--- src/rtl/fetch_unit_pkg.sv ---
// Shared types for the instruction fetch front end.
// Contents: fetch_state_t (FSM states), fetch_entry_t (FIFO entry), INSTR_NOP.
// FAULT is only ever entered when FETCH_MISALIGN_CHECK_EN is defined.
package fetch_unit_pkg;

    typedef enum logic [1:0] {
        IDLE  = 2'd0,
        RUN   = 2'd1,
        FAULT = 2'd2
    } fetch_state_t;

    typedef struct packed {
        logic [31:0] instr;
        logic [31:0] pc;
        logic        misaligned;
    } fetch_entry_t;

    localparam logic [31:0] INSTR_NOP = 32'h0000_0013;

endpackage

--- src/rtl/fetch_fifo.sv ---
// Synchronous FIFO of fetch entries; head visible combinationally, push visible next cycle.
// Ports: push/push_data write, pop removes head (ignored when empty), flush empties (wins over push/pop),
//        head/count/empty describe the current contents. Pushing into a full FIFO without a pop is illegal.
module fetch_fifo
    import fetch_unit_pkg::*;
#(
    parameter int DEPTH = 4
) (
    input  logic                       clk,
    input  logic                       rst,
    input  logic                       push,
    input  fetch_entry_t               push_data,
    input  logic                       pop,
    input  logic                       flush,
    output fetch_entry_t               head,
    output logic [$clog2(DEPTH+1)-1:0] count,
    output logic                       empty
);

    localparam int AW = $clog2(DEPTH);
    localparam int CW = $clog2(DEPTH + 1);

    fetch_entry_t   mem [DEPTH];
    logic [AW-1:0]  rd_ptr;
    logic [AW-1:0]  wr_ptr;
    logic           full;
    logic           do_push;
    logic           do_pop;

    assign empty   = (count == '0);
    assign full    = (count == CW'(DEPTH));
    assign do_pop  = pop && !empty;
    // A push into a full FIFO is only accepted alongside a pop (count unchanged).
    assign do_push = push && (!full || do_pop);
    assign head    = mem[rd_ptr];

    always_ff @(posedge clk or posedge rst) begin
        if (rst) begin
            rd_ptr <= '0;
            wr_ptr <= '0;
            count  <= '0;
            for (int i = 0; i < DEPTH; i++) begin
                mem[i] <= '0;
            end
        end else if (flush) begin
            rd_ptr <= '0;
            wr_ptr <= '0;
            count  <= '0;
        end else begin
            if (do_push) begin
                mem[wr_ptr] <= push_data;
                wr_ptr      <= wr_ptr + 1'b1;
            end
            if (do_pop) begin
                rd_ptr <= rd_ptr + 1'b1;
            end
            count <= count + CW'(do_push) - CW'(do_pop);
        end
    end

    no_overflow: assert property (@(posedge clk) disable iff (rst) !(push && full && !pop && !flush));

endmodule

--- src/rtl/fetch_unit.sv ---
// Instruction fetch front end: issues word requests, buffers in-order responses, hands {instruction, pc} to decode.
// Latency: grant at N, rvalid at N+1, instr_valid at N+2; head outputs are combinational from the FIFO.
// Backpressure: instr_ready low fills the FIFO; requests stop once buffered + live in-flight reaches DEPTH.
// Ports: clk/rst; fetch_en; redirect_valid/redirect_pc from execute; imem_req/imem_addr/imem_gnt request side;
//        imem_rvalid/imem_rdata response side; instr_valid/instr_ready/instruction/pc/instr_misaligned toward decode.
// Macro FETCH_MISALIGN_CHECK_EN: misaligned redirect targets enter FAULT and deliver one NOP marked misaligned;
// without it, redirect targets are word-aligned by clearing bits [1:0].
module fetch_unit
    import fetch_unit_pkg::*;
#(
    parameter int          DEPTH           = 4,
    parameter int          MAX_OUTSTANDING = 2,
    parameter logic [31:0] RESET_PC        = 32'h0000_0000
) (
    input  logic        clk,
    input  logic        rst,
    input  logic        fetch_en,
    input  logic        redirect_valid,
    input  logic [31:0] redirect_pc,
    output logic        imem_req,
    output logic [31:0] imem_addr,
    input  logic        imem_gnt,
    input  logic        imem_rvalid,
    input  logic [31:0] imem_rdata,
    output logic        instr_valid,
    input  logic        instr_ready,
    output logic [31:0] instruction,
    output logic [31:0] pc,
    output logic        instr_misaligned
);

    localparam int OW = $clog2(MAX_OUTSTANDING + 1);
    localparam int CW = $clog2(DEPTH + 1);

    fetch_state_t   state;
    fetch_state_t   state_nxt;
    logic [31:0]    fetch_pc;
    logic [31:0]    resp_pc;
    logic [OW-1:0]  outstanding;
    logic [OW-1:0]  discard;
    logic [CW-1:0]  fifo_count;
    logic [CW:0]    committed;
    logic           fifo_empty;
    logic           gnt_fire;
    logic           drop;
    logic           accept;
    logic           push;
    logic [31:0]    target;
    fetch_entry_t   push_data;
    fetch_entry_t   head;

    // Slots already spoken for: buffered entries plus responses that will be kept.
    assign committed = (CW+1)'(fifo_count) + (CW+1)'(outstanding - discard);

    assign imem_req  = (state == RUN) && !redirect_valid
                    && (outstanding < OW'(MAX_OUTSTANDING))
                    && (committed < (CW+1)'(DEPTH));
    assign imem_addr = fetch_pc;
    assign gnt_fire  = imem_req && imem_gnt;

    // Responses for requests issued before a redirect are counted off by discard.
    assign drop   = imem_rvalid && (discard != '0);
    assign accept = imem_rvalid && (discard == '0) && !redirect_valid;

`ifdef FETCH_MISALIGN_CHECK_EN
    logic fault_pend;
    logic fault_push;

    assign target = redirect_pc;
    // In FAULT nothing new is requested, so discard == 0 means the memory side is idle.
    assign fault_push = fault_pend && (discard == '0) && !redirect_valid
                     && (fifo_count != CW'(DEPTH));
    assign push       = accept || fault_push;
    assign push_data  = fault_push ? '{instr: INSTR_NOP, pc: fetch_pc, misaligned: 1'b1}
                                   : '{instr: imem_rdata, pc: resp_pc, misaligned: 1'b0};

    always_ff @(posedge clk or posedge rst) begin
        if (rst) begin
            fault_pend <= 1'b0;
        end else if (redirect_valid) begin
            fault_pend <= |redirect_pc[1:0];
        end else if (fault_push) begin
            fault_pend <= 1'b0;
        end
    end
`else
    assign target    = redirect_pc & ~32'h3;
    assign push      = accept;
    assign push_data = '{instr: imem_rdata, pc: resp_pc, misaligned: 1'b0};
`endif

    always_ff @(posedge clk or posedge rst) begin
        if (rst) begin
            state <= IDLE;
        end else begin
            state <= state_nxt;
        end
    end

    always_comb begin
        state_nxt = state;
        if (redirect_valid) begin
            state_nxt = fetch_en ? RUN : IDLE;
`ifdef FETCH_MISALIGN_CHECK_EN
            if (|redirect_pc[1:0]) begin
                state_nxt = FAULT;
            end
`endif
        end else begin
            case (state)
                IDLE:    if (fetch_en)  state_nxt = RUN;
                RUN:     if (!fetch_en) state_nxt = IDLE;
                default: state_nxt = state;
            endcase
        end
    end

    always_ff @(posedge clk or posedge rst) begin
        if (rst) begin
            fetch_pc    <= RESET_PC;
            resp_pc     <= RESET_PC;
            outstanding <= '0;
            discard     <= '0;
        end else begin
            outstanding <= outstanding + OW'(gnt_fire) - OW'(imem_rvalid);
            if (redirect_valid) begin
                fetch_pc <= target;
                resp_pc  <= target;
                // Everything still in flight after this cycle is stale.
                discard  <= outstanding - OW'(imem_rvalid);
            end else begin
                if (gnt_fire) fetch_pc <= fetch_pc + 32'd4;
                if (accept)   resp_pc  <= resp_pc + 32'd4;
                if (drop)     discard  <= discard - 1'b1;
            end
        end
    end

    fetch_fifo #(.DEPTH(DEPTH)) u_fifo (
        .clk       (clk),
        .rst       (rst),
        .push      (push),
        .push_data (push_data),
        .pop       (instr_ready),
        .flush     (redirect_valid),
        .head      (head),
        .count     (fifo_count),
        .empty     (fifo_empty)
    );

    assign instr_valid      = !fifo_empty;
    assign instruction      = head.instr;
    assign pc               = head.pc;
    // Always 0 without the misalign check: no entry is ever pushed with the flag set.
    assign instr_misaligned = head.misaligned;

endmodule

--- config.mk ---
export PLATFORM = sky130hd
export DESIGN_NAME = fetch_unit
export DESIGN_NICKNAME = d
export VERILOG_FILES = /design/src/rtl/fetch_unit_pkg.sv /design/src/rtl/fetch_fifo.sv /design/src/rtl/fetch_unit.sv
export SDC_FILE = /design/constraint.sdc
export NUM_CORES = 1
export LEC_CHECK = 0
export ABC_AREA = 1
export CAP_MARGIN = 20
export CORE_ASPECT_RATIO = 0.5
export CORE_UTILIZATION = 58
export CTS_CLUSTER_SIZE = 8
export DETAILED_ROUTE_END_ITERATION = 10
export PLACE_DENSITY = 0.81
export SYNTH_ARGS = -nofsm -noshare
export SYNTH_HDL_FRONTEND = slang
export SYNTH_SLANG_ARGS = --single-unit
--- constraint.sdc ---
create_clock -name clk -period 12.5 [get_ports clk]
set_clock_uncertainty 0.2 [all_clocks]
set_input_delay 2.5 -clock clk [delete_from_list [all_inputs] [get_ports clk]]
set_output_delay 2.5 -clock clk [all_outputs]
set_load 0.05 [all_outputs]
* Word-level counts from Yosys, hierarchy flattened *
Index checks and enable logic that the tools add are counted.
Widths: inputs -> output; s select.

word-level totals
  flip-flop bits (word level) = 337
  word-level logic and storage cells = 92

cells by class
  add/sub/neg operators = 12
  order comparisons = 5
  eq/ne operators = 4
  mux-type cells = 22
  bitwise gates (word level) = 3
  reductions and logical operators = 26

operator list
  cell                   count
  $bwmux 260             1
  $mux 65                3
  $bmux 65 s2            1
  $demux 65 s2           1
  $mux 32                4
  $add 32x3->32 const B  2
  $mux 2                 9
  $reduce_bool 2->1      6
  $logic_and 1x1->1      10
  $ge 3x3->1 const B     2
  $ne 3x3->1 const B     2
  $not 2->3              2
  $add 2x1->2 const B    2
  $add 3x4->4            1
  $logic_not 2->1        2
  $lt 4x3->1 const B     1
  $pmux 2 s2             1
  $sub 2x1->2            2
  $add 3x1->3            1
  $eq 3x3->1 const B     1
  $logic_not 1->1        3
  $logic_not 3->1        1
  $lt 3x1->1 const B     1
  $mux 3                 1
  12 further kinds       12

* Logic depth before layout (Yosys ltp) *
Gate-level depths: netlist (run 1).

  word-level depth = 8
  depth in mapped cells = 15
  gate-level depth less buffers = 14

* Cells and area by module *
Synthesis (run 1) repeated with hierarchy kept, for this count alone.

second synthesis, totals
  cell total of the unflattened synthesis = 2319
  area total of the unflattened synthesis = 17558.1 µm²

by module, submodules not included
  module      instances  cells each  area an instance (µm²)  seq. area each (µm²)
  fetch_fifo  1          1580        12829.8                 6681.4
  fetch_unit  1          739         4728.3                  1626.6

* Worst setup path before layout (run 1) *
No wires, ideal clock.

  kind = input-to-output
  from = input redirect_valid
  to = output imem_req
  data arrival time = 3167 ps
  data required time = 9800 ps
  setup slack = 6633 ps
  stages = 3
  cell sequence = nor2_1 -> and3_1 -> and2_1

on the way
  word-level cells in the longest chain between the ends = 4

RTL lines
  what               RTL line          RTL
  from (decl)        fetch_unit.sv:18  input logic redirect_valid,
  $logic_not 1->1    fetch_unit.sv:55  assign imem_req = (state == RUN) && !redirect_valid
  $logic_and 1x1->1  fetch_unit.sv:55
  $logic_and 1x1->1  fetch_unit.sv:56  && (outstanding < OW'(MAX_OUTSTANDING))
  $logic_and 1x1->1  fetch_unit.sv:57  && (committed < (CW+1)'(DEPTH));
  to (decl)          fetch_unit.sv:20  output logic imem_req,

No other way between the ends.

* Worst setup path after layout (run 1) *
Same ends and word-level chain as after synthesis.

==> results of run 1 <==
## power breakdown
group | total [mW] | switching (mW) | leakage [nW] | internal [mW]
clock | 1.08 | 0.421 | 0.585 | 0.655
combinational | 1.99 | 1.24 | 4.44 | 0.745
sequential | 1.56 | 0.215 | 3.98 | 1.34
## layout make-up
cell class                      count  area (um^2)  share of cell area, %
Sequential cell                   320         8010                   41.4
Clock buffer                       48         1180                   6.10
Inverter                          133          509                   2.63
Multi-Input combinational cell   1217         7430                   38.4
Tap cell                          382          478                   2.47
Timing Repair Buffer              175         1720                   8.89
Clock inverter                      1         8.76                 0.0453
## state kept, by name, summed over array words and instances (netlist names)
signal	cells
u_fifo.count	3
u_fifo.wr_ptr	2
imem_addr	30
outstanding	2
state	1
u_fifo.rd_ptr	2
u_fifo.mem	248
resp_pc	30
discard	2
## stage by stage
stage,worst slack (ps),area (um^2),hold slack [ps],total power [mW]
floorplan,944,16500,253,2.94
global route,5300,19300,296,4.86
detailed placement,5380,18100,270,3.54
finish,5380,19300,278,4.62
global placement,5380,18100,261,3.50
CTS,5380,19300,281,4.63
## worst min-delay path by stage
stage,end,slack [ps],cells past startpoint
final,u_fifo.mem[166],280,1
after global routing,u_fifo.mem[143],300,1
after CTS,u_fifo.mem[163],280,1
after detailed placement,u_fifo.mem[163],270,1
after global placement,u_fifo.mem[58],260,1
after floorplan,u_fifo.mem[163],250,1
## synthesized netlist by cell type (all sizes together)
cell type,n
nand2,367
dfrtp,320
o21ai,221
nor2,178
mux2,156
inv,131
nand3,73
buf,69
o21a,55
a21oi,47
clkbuf,36
xor2,27
o22ai,25
ha,14
nor3,11
nand4,8
o211ai,7
xnor2,7
nand3b,3
a31oi,2
clkinv,2
fa,2
a21boi,1
a22o,1
and2,1
and3,1
conb,1
nor3b,1
o21bai,1
o221ai,1
o311ai,1
or2,1
## logic make-up after synthesis
logic type,after synthesis
and+or+nand+nor,644
AOI/OAI and AO/OA,362
DFF,320
buffers and inverters,238
muxes,156
xor gates and xnor gates,34
adders and majority gates,16
other,1
## per-layer routing
metal	vias up	global-route usage (%)
met5	-	0
met4	0	8.52
met3	81	4.64
met2	436	44.2
met1	6364	41.3
li1	6054	-
==> flow_summary.json, run 1 <==
{
  "drtIter0Drc": 985,
  "cts_setup_buffers": 0,
  "wl_um": 40400,
  "hold_path_class": "register to register",
  "num-nets-final": 1979,
  "max_stage_delay_ps": 690,
  "grt_max_degree": 113,
  "cp_cell_sequence": "clkdlybuf4s50_1, buf_4, nor2_1, and3_1, and2_1, clkdlybuf4s50_1",
  "synth_top_area_share_pct": 48.5,
  "cts.sinks": 320,
  "ant_nets": 0,
  "fin_cells": 2276,
  "slew_headroom_pct": 31.2,
  "path_clk_slew_ps": 50,
  "io_pins": 170,
  "rr_startpoint": "discard[1]",
  "min_from": "u_fifo.mem[166]",
  "worstMarginPinSlew_ps": 1030,
  "cts_tree": "yes",
  "cp_top_family": "buffers and inverters",
  "area_delta_synth_final_pct": 17.0,
  "endpoint_kind": "primary output",
  "reg2reg_slack_ps": 8750,
  "worstSetupEndpoint": "imem_req",
  "ctsHoldBuffers": 0,
  "synth.distinct_cells": 44,
  "fin_crit_ps": 7120,
  "cts_root_buffer": "clkbuf_16",
  "ir_drop_v": 0.000167,
  "clock_latency_ps": 530,
  "cp_max_fo": 39,
  "dr.pass1.iters": 5,
  "worst-setup-path-type": "input port to primary output",
  "layout_commonest_cell": "nand2_1",
  "tns_ps": 0,
  "yosysSeqAreaShare_pct": 48.5,
  "yosys.area_share.simple_pct": 16.2,
  "drive_gt1_share_pct": 11.8,
  "start_util_pct": 59.3,
  "synth_top_family_by_area": "simple AND/OR/NAND/NOR gates",
  "synth_compound_area_share_pct": 12.2,
  "nFillCells": 2113,
  "cap_violations": 0,
  "fin_crit_sh_pct": 57.0,
  "grt_pass1_vias": 12657,
  "start_kind": "input port",
  "wl_met1_um": 18300,
  "status": "finished clean",
  "crit_top_cell": "clkdlybuf4s50_1",
  "layout_common_cells": "nand2_1, dfrtp_1, o21ai_0",
  "yosys.area.top_type": "dfrtp_1",
  "grt_antenna_before_repair": 0,
  "die_w_um": 241,
  "rsz0062_at_grt": "no",
  "dp.cells": 2227,
  "gr-total-overflow": 0,
  "met3_length_um": 2650,
  "io_buffers": 162,
  "slowest_stage": "clkdlybuf4s50_1",
  "cts-buffers-inserted": 45,
  "worstSetupStartpoint": "redirect_valid",
  "wire_per_inst_um": 17.7,
  "synth.avg_cell_area_um2": 9.33,
  "row_count": 43,
  "r2r_cells": 8,
  "synth_fa_ha_area_share_pct": 1.30,
  "r2r-end": "u_fifo.mem[212]",
  "synth_xor_area_share_pct": 1.80,
  "routed.top_layer": "met4",
  "cp.arrival_ps": 4420,
  "clock_tree.buffer_depth": 3,
  "p_leak_nw": 9.00,
  "routabilityCongestion": 0.949,
  "cts_resized": 0,
  "final_max_slew_viol_count": 0,
  "dieArea_um2": 29200,
  "vias": 12935,
  "grt_use_total_pct": 28.5,
  "num_antenna_cells": 0,
  "fmaxAchievable_mhz": 140,
  "setup_violations": 0,
  "synthMuxAreaShare_pct": 13.4,
  "utilization_pct": 69.4,
  "dieHeight_um": 121,
  "synth.area.top_cells": "dfrtp_1, mux2_4, nand2_1, o21ai_0, nor2_1",
  "powerDensity_nw_per_um2": 239,
  "crit_required_ps": 9800,
  "ys_warn_count": 0,
  "grt_pass1_wl_um": 65900,
  "htree_levels": 2,
  "dp_hpwl_um": 25400,
  "vias_per_cell": 5.68,
  "drcViolationCount": 0,
  "synth.ff_latch_count": 320,
  "syn-cell-area_um2": 16500,
  "hold_viol_final": 0,
  "wl_met2_um": 18500,
  "core_area_um2": 27900,
  "critPathBufInv": 3,
  "cp.depth": 6,
  "syn_inst": 1771
}
No activity file was read; power rests on OpenSTA's default activity.
==> run 2: changes to the inputs <==
CORE_UTILIZATION = 52   (was 58)
PLACE_DENSITY = 0.77   (was 0.81)
clock period = 6.06 ns   (was 12.5 ns; I/O delays follow)
==> flow_summary.json, run 2 (synthesis results as in run 1) <==
{
  "layout_common_cells": "nand2_1, dfrtp_1, o21ai_0",
  "dieArea_um2": 32500,
  "rr_startpoint": "discard[0]",
  "slowest_stage": "clkdlybuf4s50_1",
  "worstMarginPinSlew_ps": 894,
  "drcViolationCount": 0,
  "row_count": 45,
  "hold_path_class": "register to register",
  "fin_crit_sh_pct": 78.6,
  "holdPathEnd": "u_fifo.mem[56]",
  "drtIter0Drc": 1086,
  "fin_crit_ps": 4760,
  "grt_pass1_vias": 12642,
  "dieHeight_um": 128,
  "wl_um": 41700,
  "powerDensity_nw_per_um2": 489,
  "dr.pass1.iters": 5,
  "cp_top_family": "buffers and inverters",
  "endpoint_kind": "primary output",
  "worst-setup-path-type": "register to primary output",
  "cts.sinks": 320,
  "cts-buffers-inserted": 45,
  "fin_cells": 2318,
  "power_mw": 9.52,
  "wire_per_inst_um": 18.0,
  "grt_antenna_before_repair": 0,
  "io_pins": 170,
  "grt_pass1_wl_um": 67300,
  "p_leak_nw": 9.02,
  "tns_ps": 0,
  "clock_tree.buffer_depth": 3,
  "start_util_pct": 53.7,
  "start_kind": "register",
  "crit_required_ps": 4650,
  "ir_drop_v": 0.000280,
  "largest_reg_flops": 248,
  "cp_cell_sequence": "buf_4, buf_4, nor2_1, o21ai_0, clkdlybuf4s50_1",
  "regMostFlops": "u_fifo.mem",
  "min_from": "u_fifo.mem[56]",
  "final_max_slew_viol_count": 0,
  "max_stage_delay_ps": 910,
  "dp.cells": 2270,
  "r2r-end": "u_fifo.mem[255]",
  "vias_per_cell": 5.54,
  "cts_root_buffer": "clkbuf_16",
  "vias": 12836,
  "min_path_cells": 1,
  "io_buffers": 162,
  "slew_headroom_pct": 40.4,
  "htree_levels": 2,
  "cp.arrival_ps": 3350,
  "cts_setup_buffers": 0,
  "clock_latency_ps": 550,
  "setup_violations": 0,
  "layout_commonest_cell": "nand2_1",
  "dp_hpwl_um": 26600,
  "num_antenna_cells": 0,
  "grt_max_degree": 133,
  "routabilityCongestion": 0.946,
  "cts_resized": 0,
  "ctsHoldBuffers": 0,
  "utilization_pct": 63.2,
  "gr-total-overflow": 0,
  "status": "finished clean",
  "cap_violations": 0,
  "crit_top_cell": "buf_4",
  "r2r_cells": 8,
  "place_area_um2": 18300,
  "reg2reg_slack_ps": 2680,
  "num-nets-final": 1981,
  "area_delta_synth_final_pct": 17.7,
  "path_clk_slew_ps": 50,
  "fin_area_um2": 19500,
  "cp_max_fo": 47,
  "drive_gt1_share_pct": 11.9,
  "hold_viol_final": 0,
  "critPathBufInv": 3,
  "cts_tree": "yes",
  "ant_nets": 0,
  "core_area_um2": 30800,
  "rsz0062_at_grt": "no",
  "grt_use_total_pct": 26.2,
  "die_w_um": 254,
  "fmaxAchievable_mhz": 210
}
run 2: cell types whose count changed in the layout (fill, tap and decap cells not counted), sizes merged:
cell / delta
buf: +2
clkbuf: -2
clkinvlp: +1
run 2: final cells by class:
cell class / count / area (um^2)
Fill cell: 2540 / 11300
Sequential cell: 320 / 8010
Multi-Input combinational cell: 1217 / 7430
Timing Repair Buffer: 177 / 1830
Clock buffer: 46 / 1130
Tap cell: 423 / 529
Inverter: 133 / 505
Clock inverter: 2 / 17.5
run 2: worst max path at each step:
stage,endpoint,start,cells after the start,slack [ps]
6_report,pc[28],u_fifo.rd_ptr[0],5,1300
5_1_grt,instruction[28],u_fifo.rd_ptr[1],6,1170
4_1_cts,pc[28],u_fifo.rd_ptr[1],6,1250
3_5_place_dp,u_fifo.mem[207],imem_rvalid,7,1560
3_3_place_gp,u_fifo.mem[55],imem_rvalid,7,1580
2_1_floorplan,discard[0],rst,1,380
run 2: where the power goes:
part / switching, mW / internal, mW / leakage, nW
Sequential: 0.442 / 2.77 / 3.98
Clock: 0.879 / 1.30 / 0.565
Combinational: 2.58 / 1.55 / 4.47
Total: 3.90 / 5.62 / 9.02
run 2: through the flow:
step | setup WS (ps) | hold slack, ps
final | 1300 | 276
after global routing | 1170 | 292
after CTS | 1250 | 280
after detailed placement | 1560 | 269
after global placement | 1580 | 262
after floorplan | 381 | 253
run 2: layer usage:
layer / global-route usage, % / routed length [um] / vias up
met2: 41.4 / 19200 / 409
met3: 4.35 / 2570 / 79
met4: 8.11 / 950 / 0
met5: 0 / 0 / -
met1: 37.2 / 19000 / 6279
li1: - / - / 6069
==> variant: new RTL, flow settings as in run 2 <==
Encoding of `fetch_state_t`: now one-hot (3 bits for 3 states).
--- a/src/rtl/fetch_unit_pkg.sv
+++ b/src/rtl/fetch_unit_pkg.sv
@@ -5,6 +5,6 @@
 
-    typedef enum logic [1:0] {
-        IDLE  = 2'd0,
-        RUN   = 2'd1,
-        FAULT = 2'd2
+    typedef enum logic [2:0] {
+        IDLE  = 3'b001,
+        RUN   = 3'b010,
+        FAULT = 3'b100
     } fetch_state_t;
Formal check against the unedited RTL: no difference found for any inputs over 4 cycles, from zero or initial values and one cycle with rst high; so few cycles prove little.
==> variant against run 2 <==
Wire length is 12% higher; first-iteration DRC count is 21% higher; largest cell class unchanged; sequential cell count is 1 higher; sequential power hardly changed; cell area is 0.62% higher; critical endpoint is now instruction[16]; setup slack better by 68 ps; synthesized area is 1.0% higher; critical path type unchanged; power is 0.32% higher; highest routed layer unchanged.
==> variant: results <==
[logic_synthesis]
synth.area.top_cells = "dfrtp_1, nand2_1, o21ai_0, nor2_1, inv_1"
seq_area_frac_synth = 0.481
synth.distinct_cells = 36
synthArstFlopShare = 1.00

[critical_path]
crit_fanout = 86
reg2reg_to = "u_fifo.mem[162]$_DFFE_PP0P_"
r2r_cells = 11
r2r_setup_slack_ps = 2700
r2r_start = "discard[0]$_DFFE_PP0P_"

[finish]
fill_cells = 2675
final_layout_size_suffix_gt1_frac = 0.0436
fin_nets = 2374

[run_status]
outcome = "finished, final reports clean"

[route]
wire_per_inst_um = 17.2
via_per_inst = 5.60
wl_met1_um = 20600
wl_met2_um = 21500
first_iter_violations = 1311
dr_wl_met3_um = 3330
dr.pass1.iters = 7

[power]
p_leak_uw = 0.00943
netSwitchingFraction = 0.426
ir_worst_vdd_mv = 0.297
p_clk_uw = 2300
comb_power_uw = 4020
power_density_nw_per_um2 = 488

[min_path]
min_from = "u_fifo.mem[187]$_DFFE_PP0P_"
whs_endpoint = "u_fifo.mem[187]$_DFFE_PP0P_"
hold_depth = 2

[global_route]
met1_usage = 0.396
met3_usage = 0.0463
grt_pass1_wl_um = 75400
grt_pass1_vias = 14600
use_met2 = 0.463
grt_max_degree = 101

[placed_design]
finalWeightedCongestion = 0.900
dp_hpwl_um = 28300

[sta]
worstMarginPinSlew_ps = 1050

[clocking]
numCtsBuffers = 46
variant: layout make-up:
type | count | area [sq um] | share of cell area
Inverter | 135 | 520 | 0.0266
Timing Repair Buffer | 186 | 1890 | 0.0966
Sequential cell | 321 | 8040 | 0.410
Clock buffer | 51 | 1230 | 0.0630
Clock inverter | 1 | 8.76 | 0.000447
Tap cell | 423 | 529 | 0.0270
Multi-Input combinational cell | 1597 | 7360 | 0.376
variant: logic make-up after synthesis:
| kind of cell | synth area share |
|---|---|
| fa+ha+maj | 0.0129 |
| compound gates | 0.168 |
| flops | 0.481 |
| buf+inv | 0.0789 |
| simple gates | 0.246 |
| xor+xnor | 0.0126 |
| other cells | 0.000225 |
variant: per-stage QoR:
stage / instances / setup WS, ps / hold slack (ps) / util / cell area, sq um
CTS: 2712 / 1360 / 274 / 0.631 / 19500
floorplan: 2194 / 368 / 241 / - / 16700
finish: 2714 / 1370 / 270 / 0.632 / 19600
global placement: 2660 / 1490 / 256 / 0.591 / 18300
detailed placement: 2660 / 1450 / 264 / 0.591 / 18300
global route: 2714 / 1200 / 293 / 0.632 / 19600
variant: worst max-delay path: stages, from the launching register on:
cell and delay (ps):
dfrtp_2 420, inv_4 530, buf_12 360, o21ai_0 160, o22ai_1 300, clkdlybuf4s50_1 880
variant: how the worst max path moves through the flow:
stage | endpoint | cells after the start
6_report | instruction[16] | 5
5_1_grt | instruction[16] | 5
4_1_cts | instruction[16] | 5
3_5_place_dp | u_fifo.mem[205]$_DFFE_PP0P_ | 10
3_3_place_gp | u_fifo.mem[204]$_DFFE_PP0P_ | 10
2_1_floorplan | discard[0]$_DFFE_PP0P_ | 1
